[config.mk]
export PLATFORM = sky130hd
export DESIGN_NAME = vend_txn_controller
export DESIGN_NICKNAME = d
export VERILOG_FILES = /design/src/rtl/vend_pkg.sv /design/src/rtl/vend_txn_controller_change_dispenser.sv /design/src/rtl/vend_txn_controller.sv
export SDC_FILE = /design/constraint.sdc
export NUM_CORES = 1
export LEC_CHECK = 0
export ABC_CLOCK_PERIOD_IN_PS = 3750
export CAP_MARGIN = 10
export CORE_MARGIN = 4
export CORE_UTILIZATION = 55
export DETAILED_ROUTE_END_ITERATION = 6
export PLACE_DENSITY_LB_ADDON = 0.12
export SYNTH_ARGS = -nofsm -noshare
export SYNTH_HDL_FRONTEND = slang
export SYNTH_HIERARCHICAL = 1
export SYNTH_SLANG_ARGS = --single-unit
[constraint.sdc]
create_clock -name clk -period 3.75 [get_ports clk]
set_input_delay 0.75 -clock clk [delete_from_list [all_inputs] [get_ports clk]]
set_output_delay 0.75 -clock clk [all_outputs]
set_load 0.005 [all_outputs]
[src/rtl/vend_pkg.sv]
// Shared encodings for the vending transaction controller: states, key codes,
// product prices and coin denominations.
package vend_pkg;

    typedef enum logic [2:0] {
        ST_IDLE    = 3'd0,
        ST_SELECT  = 3'd1,
        ST_PRICE   = 3'd2,
        ST_QTY     = 3'd3,
        ST_CONFIRM = 3'd4,
        ST_PAY     = 3'd5,
        ST_CHANGE  = 3'd6,
        ST_VEND    = 3'd7
    } state_e;

    localparam logic [3:0] KEY_OK     = 4'hE;
    localparam logic [3:0] KEY_NEXT   = 4'hF;
    localparam logic [3:0] KEY_CANCEL = 4'hC;
    localparam logic [3:0] KEY_COIN1  = 4'h8;
    localparam logic [3:0] KEY_COIN5  = 4'h9;
    localparam logic [3:0] KEY_COIN10 = 4'hA;

    localparam logic [3:0] PRICE_P1 = 4'd6;
    localparam logic [3:0] PRICE_P2 = 4'd10;
    localparam logic [3:0] PRICE_P3 = 4'd5;
    localparam logic [3:0] PRICE_P4 = 4'd2;
    localparam logic [3:0] PRICE_P5 = 4'd1;

    localparam logic [3:0] COIN_1  = 4'd1;
    localparam logic [3:0] COIN_5  = 4'd5;
    localparam logic [3:0] COIN_10 = 4'd10;

    // Zero means "not a product key".
    function automatic logic [3:0] product_price(input logic [3:0] key);
        case (key)
            4'd1:    return PRICE_P1;
            4'd2:    return PRICE_P2;
            4'd3:    return PRICE_P3;
            4'd4:    return PRICE_P4;
            4'd5:    return PRICE_P5;
            default: return 4'd0;
        endcase
    endfunction

    function automatic logic [3:0] greedy_coin(input logic [7:0] amount);
        if (amount >= 8'(COIN_10)) return COIN_10;
        if (amount >= 8'(COIN_5))  return COIN_5;
        return COIN_1;
    endfunction

endpackage

[src/rtl/vend_txn_controller_change_dispenser.sv]
// Greedy change dispenser: loads an amount and pays it out as 10/5/1 coins
// over a valid/ready handshake; done is high once nothing is owed.
module change_dispenser
    import vend_pkg::*;
(
    input  logic       clk,
    input  logic       reset,
    input  logic       load,
    input  logic [7:0] amount,
    input  logic       coin_ready,
    output logic       coin_valid,
    output logic [3:0] coin_value,
    output logic       done,
    output logic [7:0] change
);

    logic [7:0] change_q, change_d;

    // coin_value is a pure function of change_q, so it cannot move while stalled.
    always_comb begin
        change_d   = change_q;
        coin_valid = (change_q != 8'd0);
        coin_value = coin_valid ? greedy_coin(change_q) : 4'd0;
        if (load) begin
            change_d = amount;
        end else if (coin_valid && coin_ready) begin
            change_d = change_q - {4'b0, coin_value};
        end
    end

    always_ff @(posedge clk) begin
        if (!reset) begin
            change_q <= 8'd0;
        end else begin
            change_q <= change_d;
        end
    end

    assign done   = (change_q == 8'd0);
    assign change = change_q;

endmodule

[src/rtl/vend_txn_controller.sv]
// Vending transaction sequencer. Optional inactivity cancel: VEND_TIMEOUT_EN.
// Operator note: a reset mid-transaction discards credit and pending change.
//
// state   | meaning
// IDLE    | waiting for NEXT to start a transaction
// SELECT  | waiting for a product key 1..5
// PRICE   | showing unit price, OK to continue, CANCEL to abort
// QTY     | digit keys set quantity, NEXT registers the total
// CONFIRM | showing total, OK to pay, CANCEL to abort
// PAY     | accepting coins; NEXT buys when covered, CANCEL refunds
// CHANGE  | paying out change coin by coin
// VEND    | one-cycle product release
module vend_txn_controller
    import vend_pkg::*;
#(
    parameter int MAX_QTY        = 9,
    parameter int CREDIT_MAX     = 250,
    parameter int TIMEOUT_CYCLES = 500000000
) (
    input  logic       clk,
    input  logic       reset,
    input  logic       key_valid,
    input  logic [3:0] key_code,
    input  logic       coin_ready,
    output logic [2:0] state_code,
    output logic [7:0] display_val,
    output logic [7:0] price_total,
    output logic [7:0] credit,
    output logic       coin_valid,
    output logic [3:0] coin_value,
    output logic       coin_reject,
    output logic       vend_pulse,
    output logic       busy
);

    localparam logic [3:0] MAX_QTY_L    = 4'(MAX_QTY);
    localparam logic [8:0] CREDIT_MAX_L = 9'(CREDIT_MAX);

    if (MAX_QTY < 1 || MAX_QTY > 9 || CREDIT_MAX > 255 || TIMEOUT_CYCLES < 1) begin : g_param_check
        $error("vend_txn_controller: parameter out of range");
    end

    state_e     state_q, state_d;
    logic [3:0] unit_price_q, unit_price_d;
    logic [3:0] qty_q, qty_d;
    logic [7:0] price_total_q, price_total_d;
    logic [7:0] credit_q, credit_d;
    logic       vend_pend_q, vend_pend_d;
    logic       coin_reject_q, coin_reject_d;

    logic       chg_load;
    logic [7:0] chg_amount;
    logic       chg_done;
    logic [7:0] chg_value;
    logic       is_coin;
    logic [3:0] coin_amt;
    logic [8:0] credit_sum;

`ifdef VEND_TIMEOUT_EN
    localparam logic [31:0] TIMEOUT_RELOAD = 32'(TIMEOUT_CYCLES - 1);
    logic [31:0] idle_cnt_q, idle_cnt_d;
    logic        timed_state;
    logic        timeout;

    always_comb begin
        timed_state = (state_q inside {ST_SELECT, ST_PRICE, ST_QTY, ST_CONFIRM, ST_PAY});
        timeout     = timed_state && !key_valid && (idle_cnt_q == 32'd0);
        if (!timed_state || key_valid || (state_d != state_q)) begin
            idle_cnt_d = TIMEOUT_RELOAD;
        end else begin
            idle_cnt_d = idle_cnt_q - 32'd1;
        end
    end

    always_ff @(posedge clk) begin
        if (!reset) begin
            idle_cnt_q <= TIMEOUT_RELOAD;
        end else begin
            idle_cnt_q <= idle_cnt_d;
        end
    end
`endif

    always_comb begin
        is_coin  = 1'b1;
        coin_amt = 4'd0;
        case (key_code)
            KEY_COIN1:  coin_amt = COIN_1;
            KEY_COIN5:  coin_amt = COIN_5;
            KEY_COIN10: coin_amt = COIN_10;
            default:    is_coin  = 1'b0;
        endcase
        credit_sum = {1'b0, credit_q} + {5'b0, coin_amt};
    end

    always_comb begin
        state_d       = state_q;
        unit_price_d  = unit_price_q;
        qty_d         = qty_q;
        price_total_d = price_total_q;
        credit_d      = credit_q;
        vend_pend_d   = vend_pend_q;
        coin_reject_d = 1'b0;
        chg_load      = 1'b0;
        chg_amount    = credit_q;

        case (state_q)
            ST_IDLE: begin
                if (key_valid && key_code == KEY_NEXT) state_d = ST_SELECT;
            end
            ST_SELECT: begin
                if (key_valid && product_price(key_code) != 4'd0) begin
                    unit_price_d = product_price(key_code);
                    qty_d        = 4'd1;
                    state_d      = ST_PRICE;
                end
            end
            ST_PRICE: begin
                if (key_valid && key_code == KEY_OK)     state_d = ST_QTY;
                if (key_valid && key_code == KEY_CANCEL) state_d = ST_IDLE;
            end
            ST_QTY: begin
                if (key_valid && key_code >= 4'd1 && key_code <= MAX_QTY_L) begin
                    qty_d = key_code;
                end else if (key_valid && key_code == KEY_NEXT) begin
                    price_total_d = {4'b0, unit_price_q} * {4'b0, qty_q};
                    state_d       = ST_CONFIRM;
                end
            end
            ST_CONFIRM: begin
                if (key_valid && key_code == KEY_OK)     state_d = ST_PAY;
                if (key_valid && key_code == KEY_CANCEL) state_d = ST_IDLE;
            end
            ST_PAY: begin
                if (key_valid && is_coin) begin
                    if (credit_sum <= CREDIT_MAX_L) credit_d = credit_sum[7:0];
                    else                            coin_reject_d = 1'b1;
                end else if (key_valid && key_code == KEY_NEXT && credit_q >= price_total_q) begin
                    chg_load    = 1'b1;
                    chg_amount  = credit_q - price_total_q;
                    credit_d    = 8'd0;
                    vend_pend_d = 1'b1;
                    state_d     = ST_CHANGE;
                end else if (key_valid && key_code == KEY_CANCEL) begin
                    chg_load    = 1'b1;
                    credit_d    = 8'd0;
                    vend_pend_d = 1'b0;
                    state_d     = ST_CHANGE;
                end
            end
            ST_CHANGE: begin
                if (chg_done) begin
                    state_d     = vend_pend_q ? ST_VEND : ST_IDLE;
                    vend_pend_d = 1'b0;
                end
            end
            ST_VEND:  state_d = ST_IDLE;
            default:  state_d = ST_IDLE;
        endcase

`ifdef VEND_TIMEOUT_EN
        // A timeout behaves like CANCEL: PAY refunds, every other state aborts.
        if (timeout) begin
            if (state_q == ST_PAY) begin
                chg_load    = 1'b1;
                chg_amount  = credit_q;
                credit_d    = 8'd0;
                vend_pend_d = 1'b0;
                state_d     = ST_CHANGE;
            end else begin
                state_d = ST_IDLE;
            end
        end
`endif
    end

    always_ff @(posedge clk) begin
        if (!reset) begin
            state_q       <= ST_IDLE;
            unit_price_q  <= 4'd0;
            qty_q         <= 4'd1;
            price_total_q <= 8'd0;
            credit_q      <= 8'd0;
            vend_pend_q   <= 1'b0;
            coin_reject_q <= 1'b0;
        end else begin
            state_q       <= state_d;
            unit_price_q  <= unit_price_d;
            qty_q         <= qty_d;
            price_total_q <= price_total_d;
            credit_q      <= credit_d;
            vend_pend_q   <= vend_pend_d;
            coin_reject_q <= coin_reject_d;
        end
    end

    change_dispenser u_change (
        .clk        (clk),
        .reset      (reset),
        .load       (chg_load),
        .amount     (chg_amount),
        .coin_ready (coin_ready),
        .coin_valid (coin_valid),
        .coin_value (coin_value),
        .done       (chg_done),
        .change     (chg_value)
    );

    always_comb begin
        display_val = 8'd0;
        case (state_q)
            ST_PRICE:   display_val = {4'b0, unit_price_q};
            ST_QTY:     display_val = {4'b0, qty_q};
            ST_CONFIRM: display_val = price_total_q;
            ST_PAY:     display_val = credit_q;
            ST_CHANGE:  display_val = chg_value;
            default:    display_val = 8'd0;
        endcase
    end

    assign state_code  = state_q;
    assign price_total = price_total_q;
    assign credit      = credit_q;
    assign coin_reject = coin_reject_q;
    assign vend_pulse  = (state_q == ST_VEND);
    assign busy        = (state_q != ST_IDLE);

endmodule

After elaboration in Yosys (flattened, before gate mapping):

Index checks and enable logic that the tools add are counted.

* flip-flop bits (word level): 37
* input bits: 8
* logic and storage cells: 123

* add/sub/neg operators: 3
* $mul: 1
* magnitude comparators: 6
* eq/ne operators: 29
* muxes and demuxes: 49
* bitwise operators: 1
* reduce and logical (&&, ||, !) cells: 26

Operator list (count)
* $mux W8: 9
* $pmux W8 S5: 1
* $mux W3: 13
* $mux W4: 8
* $eq A4 B4 Y1 const B: 6
* $pmux W3 S8: 1
* $pmux W4 S5: 1
* $ne A2 B2 Y1 const B: 7
* $mux W1: 13
* $eq A3 B3 Y1 const B: 4
* $pmux W4 S3: 1
* $reduce_and A3 Y1: 4
* $add A8 B4 Y9: 1
* $le A9 B8 Y1 const B: 1
* $logic_and A1 B1 Y1: 9
* $ne A3 B3 Y1 const B: 3
* $reduce_and A9 Y1: 1
* $eq A4 B2 Y1 const B: 2
* $eq A4 B3 Y1 const B: 2
* $ge A8 B3 Y1 const B: 1
* $ge A8 B4 Y1 const B: 1
* $ge A8 B8 Y1: 1
* $logic_not A8 Y1: 1
* $mul A4 B4 Y8: 1
* 19 further kinds: 23

Longest topological paths before layout:

Gate-level depths: netlist (run 1).

* word-level depth: 9
* depth in mapped cells: 12

Modules after synthesis:

The synthesis (run 1) kept the hierarchy.

By module, submodules not included
* vend_txn_controller: times used 1, cells each 394, area an instance 3086.7 um2, sequential area each 580.6 um2
* change_dispenser: times used 1, cells each 75, area an instance 638.1 um2, sequential area each 160.2 um2

Worst setup path before layout (run 1):

OpenSTA, ideal clock, no wires.

* kind: input port to flip-flop
* start point: in key_code[1]
* end point: reg credit_q[0] (netlist: credit[0])
* library setup time: 0.072 ns
* arrival time: 2.864 ns
* data required time: 3.678 ns
* slack: 0.815 ns
* stages: 12
* buffers on the path: 1
* cells stage by stage: buf_4 nor2_1 and2_1 ha_1 inv_1 fa_1 nand2b_1 a21oi_2 xnor2_1 a41oi_4 o2bb2ai_4 mux2i_1

* longest elaborated chain between the ends: 6
* elaborated cells on any way between the ends: 20

RTL lines
* start: declaration: RTL line vend_txn_controller.sv:23 `input logic [3:0] key_code,`
* $eq A4 B4 Y1: RTL line vend_txn_controller.sv:87 `case (key_code)`
* $pmux W4 S3 or $reduce_or A3 Y1 (tied branches)
* $add A8 B4 Y9 or $mux W1 (tied branches): RTL line vend_txn_controller.sv:93, vend_txn_controller.sv:87
* $le A9 B8 Y1 or $logic_and A1 B1 Y1 (tied branches): RTL line vend_txn_controller.sv:136, vend_txn_controller.sv:135
* $ne A2 B1 Y1 (no line) or $reduce_bool A3 Y1 (tied branches)
* $reduce_and A3 Y1 (no line)
* end signal: assignment: RTL line vend_txn_controller.sv:191 `credit_q <= credit_d;`
* end: declaration: RTL line vend_txn_controller.sv:47 `logic [7:0] credit_q, credit_d;`

Parallel ways exist; a longest one is shown, timed or not. The select of a mux whose other input is x is not followed.
A chain may end at the register's enable or synchronous reset.

Worst setup path in the final report (run 1):

* start point: in key_code[2]
* end point: reg credit_q[0] (netlist: credit[0])

The elaborated chain is that of the path after synthesis.

==> results of run 1 <==
routing by layer:
layer	vias to the layer above	wire, um
li1	1764	-
met1	1656	4540
met2	89	4690
met3	15	439
met4	0	165
met5	-	0
final timing paths:
kind                            endpoint  slack, ns  depth (start not counted)
max               credit[0]$_SDFFE_PN0P_       0.38                         12
max reg2reg  price_total[7]$_SDFFE_PN0P_       0.74                         11
min          price_total[3]$_SDFFE_PN0P_       0.52                          2
min reg2reg  price_total[3]$_SDFFE_PN0P_       0.52                          2
critical path: cells and delay by family:
kind	cells	cell delay (ns)
XOR/XNOR	1	0.15
AND/OR/NAND/NOR	3	0.51
AO/OA/AOI/OAI	3	0.77
adder cells (fa/ha/maj)	2	0.58
multiplexers	1	0.24
buffers and inverters	2	0.58
synthesized netlist by cell type, types with 4 or more instances:
cell / instances / area, um2
nor3b_1: 4 / 30.0
mux2i_1: 24 / 240
nor2_1: 35 / 131
a211oi_1: 4 / 30.0
fa_1: 7 / 140
xor2_1: 5 / 43.8
nor2b_1: 9 / 56.3
a311oi_1: 4 / 35.0
and2_1: 14 / 87.6
o21ai_0: 24 / 120
a31oi_1: 5 / 31.3
o31ai_1: 7 / 52.6
dfxtp_1: 37 / 741
o21ai_1: 5 / 25.0
nor4_1: 4 / 25.0
nand2b_1: 7 / 43.8
and3_1: 5 / 31.3
ha_1: 28 / 350
or3_1: 5 / 31.3
nor3_1: 8 / 40.0
nand3_1: 15 / 75.1
nand2_1: 57 / 214
a21oi_1: 25 / 125
clkbuf_1: 7 / 26.3
inv_1: 33 / 124
buf_4: 6 / 45.0
buf_2: 6 / 30.0
xnor2_1: 8 / 70.1
cells by family (layout without fill, tap and decap cells):
| group | after synthesis | after routing | share of synthesized area [%] |
|---|---|---|---|
| AND/OR/NAND/NOR | 182 | 182 | 25.6 |
| AO/OA/AOI/OAI | 120 | 120 | 24.5 |
| buffers and inverters | 57 | 97 | 6.95 |
| flip-flops | 37 | 37 | 19.9 |
| adder cells (fa/ha/maj) | 35 | 35 | 13.2 |
| multiplexers | 24 | 24 | 6.45 |
| XOR/XNOR | 14 | 14 | 3.49 |
registers in the layout, indices dropped and copies added, names as in the netlist:
name,cells
coin_reject,1
credit,8
price_total,8
qty_q,4
state_code,3
u_change/change,8
unit_price_q,4
vend_pend_q,1
power groups by stage:
| stage | combinational, mW | sequential, mW | clock [mW] |
|---|---|---|---|
| 2_1_floorplan | 0.348 | 0.442 | 0 |
| 3_3_place_gp | 0.473 | 0.453 | 0 |
| 3_5_place_dp | 0.489 | 0.454 | 0 |
| 4_1_cts | 0.494 | 0.445 | 0.303 |
| 5_1_grt | 0.543 | 0.448 | 0.316 |
| 6_report | 0.499 | 0.445 | 0.296 |
layout make-up:
class	count	area (um2)	share of cell area [%]
Timing Repair Buffer	55	518	12.0
Inverter	34	128	2.97
Tap cell	77	96.3	2.24
Clock buffer	5	68.8	1.60
Sequential cell	37	741	17.2
Clock inverter	3	22.5	0.524
Multi-Input combinational cell	375	2730	63.4
==> summary.md, run 1 <==
| Metric | Value |
|---|---|
| Post-synth EDFFs | `0` |
| Core Region | `6460 um2` |
| Setup TNS | `0 ns` |
| Peak VDD IR | `0.197 mV` |
| Synthesized area | `3720 um2` |
| Clk_lat worst skew | `0.30 ns` |
| Hold WC Path Type | `register to register` |
| Vias in the first global route | `3,453` |
| Initial DRC count | `154` |
| GR Util met1 | `33.5%` |
| Most used routing layer | `met2` |
| Initial Util | `57.7%` |
| Distinct cells, synth | `77` |
| Clock root cell | `clkbuf_8` |
| CP arrival | `3.60 ns` |
| Number of top-level pins | `43` |
| Total global routing overflow | `0` |
| Post-synth ARST share | `0%` |
| H-tree level count | `2` |
| Slew headroom | `50.1%` |
| Actual slew at the worst max-slew pin | `0.748 ns` |
| Share of layout cells above drive strength 1 | `9.82%` |
| # port buffers | `42` |
| Pwr per Cell Area | `288 nW/um2` |
| CTS clock-pin slew for the worst setup and hold paths | `0.09 ns` |
| Post-placement cell area | `4210 um2` |
| Worst setup margin | `0.380 ns` |
| Design area | `4300 um2` |
| Max-cap violations | `0` |
| #FFs+latches synth | `37` |
| Synth Net Count | `512` |
| Leakage | `1.64 nW` |
| CP startpoint kind | `primary input` |
| Design Power | `1.24 mW` |
| CTS buffer count | `5` |
| Antenna-violating nets left | `0` |
| Worst Path Max Fanout | `7` |
| Most frequent cells in the layout | `nand2_1 (57), clkdlybuf4s50_1 (42), dfxtp_1 (37)` |
| Routed wire length | `9840 um` |
| Post-CTS Setup Repair Bufs | `0` |
| DP Wirelength | `7570 um` |
| Max Root-Sink Buffers | `2` |
| Cell total after placement | `578` |
| CP max-delay cell | `clkdlybuf4s50_1` |
| Syn avg cell area | `7.94 um2` |
| Worst path cell trace | `clkdlybuf4s50_1 > nor2_1 > and2_1 > ha_1 > inv_1 > fa_1 > xnor2_1 > o21ai_0 > nor2_1 > a41oi_4 > o2bb2ai_4 > mux2i_1` |
| Die width | `90.3 um` |
| Die H | `90.3 um` |
| P_int | `0.778 mW` |
| Crit path top cell by count | `nor2_1` |
| DR pass1 iterations | `4` |
| Critical path origin | `key_code[2]` |
| Tot GR Track Use | `24.6%` |
| Crit. End Element | `register` |
| Final hold vios | `0` |
| Min-delay src | `price_total[3]$_SDFFE_PN0P_` |
| Sequential share of power | `35.9%` |
| Cells after Synth | `469` |
| GPL Wtd Cong | `0.889` |
| Ys Warns | `6` |
| Met3 usage | `4.08%` |
| Crit path time final | `3.37 ns` |
| Met2 Use GR | `40.1%` |
| Setup violations, final | `0` |
| Diode count | `0` |
| Area grow syn2layout | `15.4%` |
| Clock Skews | `0.00770 ns` |
| Sw frac | `37.2%` |
| CTS tree | `yes` |
| Initial antenna violation count | `0` |
| NumNets Final | `551` |
| Commonest non-fill, non-tap cell in the layout | `nand2_1` |
| Clk sinks | `37` |
| Pre-CTS setup slack | `0.135 ns` |
| Vias/cell | `6.01` |
| Peak Freq | `0.297 GHz` |
| FILL cells | `568` |
| Clock Power Share | `23.8%` |
| Post-route DRC violation count | `0` |
| RSZ-0062 raised after global routing | `no` |
| Vias | `3,524` |
| Slew Viols, Final | `0` |
| Crit Path Category | `primary input to register` |
| Final Instance Count excl. Fillers | `586` |
| CTS resizes | `0` |
| Proportion of power drawn by combinational gates | `40.3%` |
| Pin count of the biggest net entering global routing | `28` |
| Register area share after synthesis | `19.9%` |
| First-pass GRT wire length | `16,700 um` |
| Post-synth top flop | `dfxtp_1` |
| Row Count | `29` |
| Die area | `8150 um2` |
| Critical path's largest stage delay | `0.52 ns` |
| Period utilisation layout | `89.9%` |
| Reg2reg start | `qty_q[3]$_SDFFE_PN0P_` |
| Wirelength per Cell | `16.8 um` |
| Minimum hold slack | `0.516 ns` |
| Outcome | `finished, final reports clean` |
| Hold-fix buffers, CTS | `0` |
| Share of the core filled with cells | `66.6%` |
| Req. time, crit path | `3.98 ns` |
| Net load switching power | `0.462 mW` |
Power figures use the tool's default switching activity.
==> run 2: changes to the inputs <==
- CORE_MARGIN: 4 -> 10
- GPL_ROUTABILITY_DRIVEN: unset -> 0
- RECOVER_POWER: unset -> 50
==> run 2 against run 1 <==
  * Clock skew grew 0.0054 ns
  * Setup slack better by 0.039 ns
  * Largest power group unchanged
  * Utilization shrank 0.48 points
  * Sequential power hardly changed
  * Cell count stayed put
  * Die area is 28% higher
  * Via count grew 1.3%
  * Clock power hardly changed
  * Combinational power is 2% lower
  * Critical endpoint is now credit[5]$_SDFFE_PN0P_
  * Global-route usage fell by 5.0 points
==> summary.md, run 2 (synthesized netlist as in run 1, its figures left out) <==
| Metric | Value |
|---|---|
| Net load switching power | `0.450 mW` |
| Actual slew at the worst max-slew pin | `0.824 ns` |
| Max Root-Sink Buffers | `2` |
| Diode count | `0` |
| Vias | `3,569` |
| Reg-to-reg endpoint | `price_total[7]$_SDFFE_PN0P_` |
| Final hold vios | `0` |
| Leakage | `1.69 nW` |
| Reg2reg start | `qty_q[3]$_SDFFE_PN0P_` |
| Initial antenna violation count | `0` |
| Setup TNS | `0 ns` |
| Hold-fix buffers, CTS | `0` |
| Commonest non-fill, non-tap cell in the layout | `nand2_1` |
| Slew Viols, Final | `0` |
| Pre-CTS setup slack | `0.143 ns` |
| Clk_lat worst skew | `0.31 ns` |
| CTS tree | `yes` |
| CP max-delay cell | `dlygate4sd3_1` |
| Core Region | `6460 um2` |
| CTS clock-pin slew for the worst setup and hold paths | `0.07 ns` |
| CP arrival | `3.56 ns` |
| Crit Path Category | `primary input to register` |
| Hold EP | `price_total[3]$_SDFFE_PN0P_` |
| Post-route DRC violation count | `0` |
| Clock root cell | `clkbuf_8` |
| Pin count of the biggest net entering global routing | `28` |
| Req. time, crit path | `3.98 ns` |
| Initial Util | `57.7%` |
| CP startpoint kind | `primary input` |
| Outcome | `finished, final reports clean` |
| Share of layout cells above drive strength 1 | `8.06%` |
| Clock Power Share | `24.2%` |
| Hold Crit Depth | `2` |
| Cell family with most CP delay | `buffers and inverters` |
| Die width | `102 um` |
| Sequential share of power | `36.1%` |
| RSZ-0062 raised after global routing | `no` |
| NumNets Final | `552` |
| Slew headroom | `45.1%` |
| Routed wire length | `10,200 um` |
| Most frequent cells in the layout | `nand2_1 (57), dfxtp_1 (37), nor2_1 (36)` |
| Die area | `10,500 um2` |
| Number of top-level pins | `43` |
| DP Wirelength | `7970 um` |
| Clock Skews | `0.0131 ns` |
| Reg2reg setup slack | `0.75 ns` |
| Min-delay src | `price_total[3]$_SDFFE_PN0P_` |
| Die H | `102 um` |
| Initial DRC count | `216` |
| Vias in the first global route | `3,254` |
| Setup violations, final | `0` |
| First-pass GRT wire length | `16,400 um` |
| Max-cap violations | `0` |
| Antenna-violating nets left | `0` |
| Tot GR Track Use | `19.6%` |
| Crit. End Element | `register` |
| Hold WC Path Type | `register to register` |
| Final Instance Count excl. Fillers | `586` |
| Worst path bufs/invs | `2` |
| Critical path's largest stage delay | `0.55 ns` |
| CTS resizes | `0` |
| Crit path time final | `3.33 ns` |
| Pwr per Cell Area | `290 nW/um2` |
| Post-CTS Setup Repair Bufs | `0` |
| P_int | `0.787 mW` |
| DR pass1 iterations | `4` |
| Reg2Reg Depth | `11` |
| CTS buffer count | `5` |
| Sw frac | `36.4%` |
| Clk sinks | `37` |
| H-tree level count | `2` |
| Period utilisation layout | `88.8%` |
| Peak Freq | `0.300 GHz` |
| Area grow syn2layout | `14.6%` |
| Worst setup margin | `0.419 ns` |
| Vias/cell | `6.09` |
| Peak VDD IR | `0.155 mV` |
| # port buffers | `42` |
| Worst path cell trace | `dlygate4sd3_1 > clkbuf_1 > and3_1 > ha_1 > a21oi_1 > nand2_1 > xor2_1 > a41oi_4 > o2bb2ai_4 > mux2i_1` |
| Worst Path Max Fanout | `13` |
| Proportion of power drawn by combinational gates | `39.7%` |
| Row Count | `29` |
| Cell total after placement | `579` |
| Wirelength per Cell | `17.5 um` |
| Total global routing overflow | `0` |
-- run 2: cell count changes in the layout (fill, tap and decap cells not counted), sizes merged --
cell	before	now
dlygate4sd3	0	18
clkbuf	5	12
clkinvlp	3	0
buf	13	9
clkdlybuf4s50	42	24
-- run 2: how the worst max path moves through the flow --
| stage | from | endpoint | slack, ns | depth (start not counted) |
|---|---|---|---|---|
| 2_1_floorplan | key_code[1] | credit[0]$_SDFFE_PN0P_ | 0.81 | 12 |
| 3_3_place_gp | key_code[2] | credit[5]$_SDFFE_PN0P_ | 0.27 | 12 |
| 3_5_place_dp | key_code[2] | credit[3]$_SDFFE_PN0P_ | 0.14 | 12 |
| 4_1_cts | key_code[2] | credit[3]$_SDFFE_PN0P_ | 0.45 | 12 |
| 5_1_grt | key_code[2] | credit[2]$_SDFFE_PN0P_ | 0.22 | 12 |
| 6_report | key_code[0] | credit[5]$_SDFFE_PN0P_ | 0.42 | 10 |
-- run 2: per-stage QoR --
stage               area, um2  power [mW]  hold WS (ns)  util, %
floorplan                3720       0.789         0.472        -
global placement         4220       0.931         0.506     65.3
detailed placement       4220       0.946         0.515     65.3
CTS                      4300        1.24         0.525     66.6
global route             4270        1.31         0.540     66.1
finish                   4270        1.24         0.517     66.1
-- run 2: layer usage --
metal / vias to the layer above / share of wire [%] / global-route usage, %
met5: - / 0 / 0
met4: 0 / 1.7 / 6.72
met3: 15 / 6.6 / 3.64
met2: 110 / 46 / 31.4
met1: 1680 / 46 / 25.8
li1: 1764 / - / -
-- run 2: cell type report --
cell class	instances	area, um2
Multi-Input combinational cell	375	2710
Fill cell	584	2190
Sequential cell	37	741
Timing Repair Buffer	56	507
Inverter	34	128
Tap cell	77	96.3
Clock buffer	7	86.3
-- run 2: worst register-to-register path, stage by stage, from the launching register on --
cell	delay, ns
dfxtp_1	0.42
nand2_1	0.11
fa_1	0.51
fa_1	0.54
inv_1	0.06
ha_1	0.28
a21o_1	0.15
a21oi_1	0.21
o21bai_1	0.09
a21oi_1	0.17
xor2_1	0.23
o31ai_1	0.09
-- run 2: power by group through the flow --
stage          registers [mW]  logic, mW  clock network, mW
6_report                0.446      0.491              0.299
3_3_place_gp            0.453      0.478                  0
3_5_place_dp            0.455      0.491                  0
2_1_floorplan           0.442      0.348                  0
4_1_cts                 0.446      0.493              0.300
5_1_grt                 0.449      0.546              0.311
==> run 3: changes to the inputs <==
- SLEW_MARGIN: unset -> 10
==> results of run 3 <==
Final layout, timing and power as in run 2 (identical DEF).
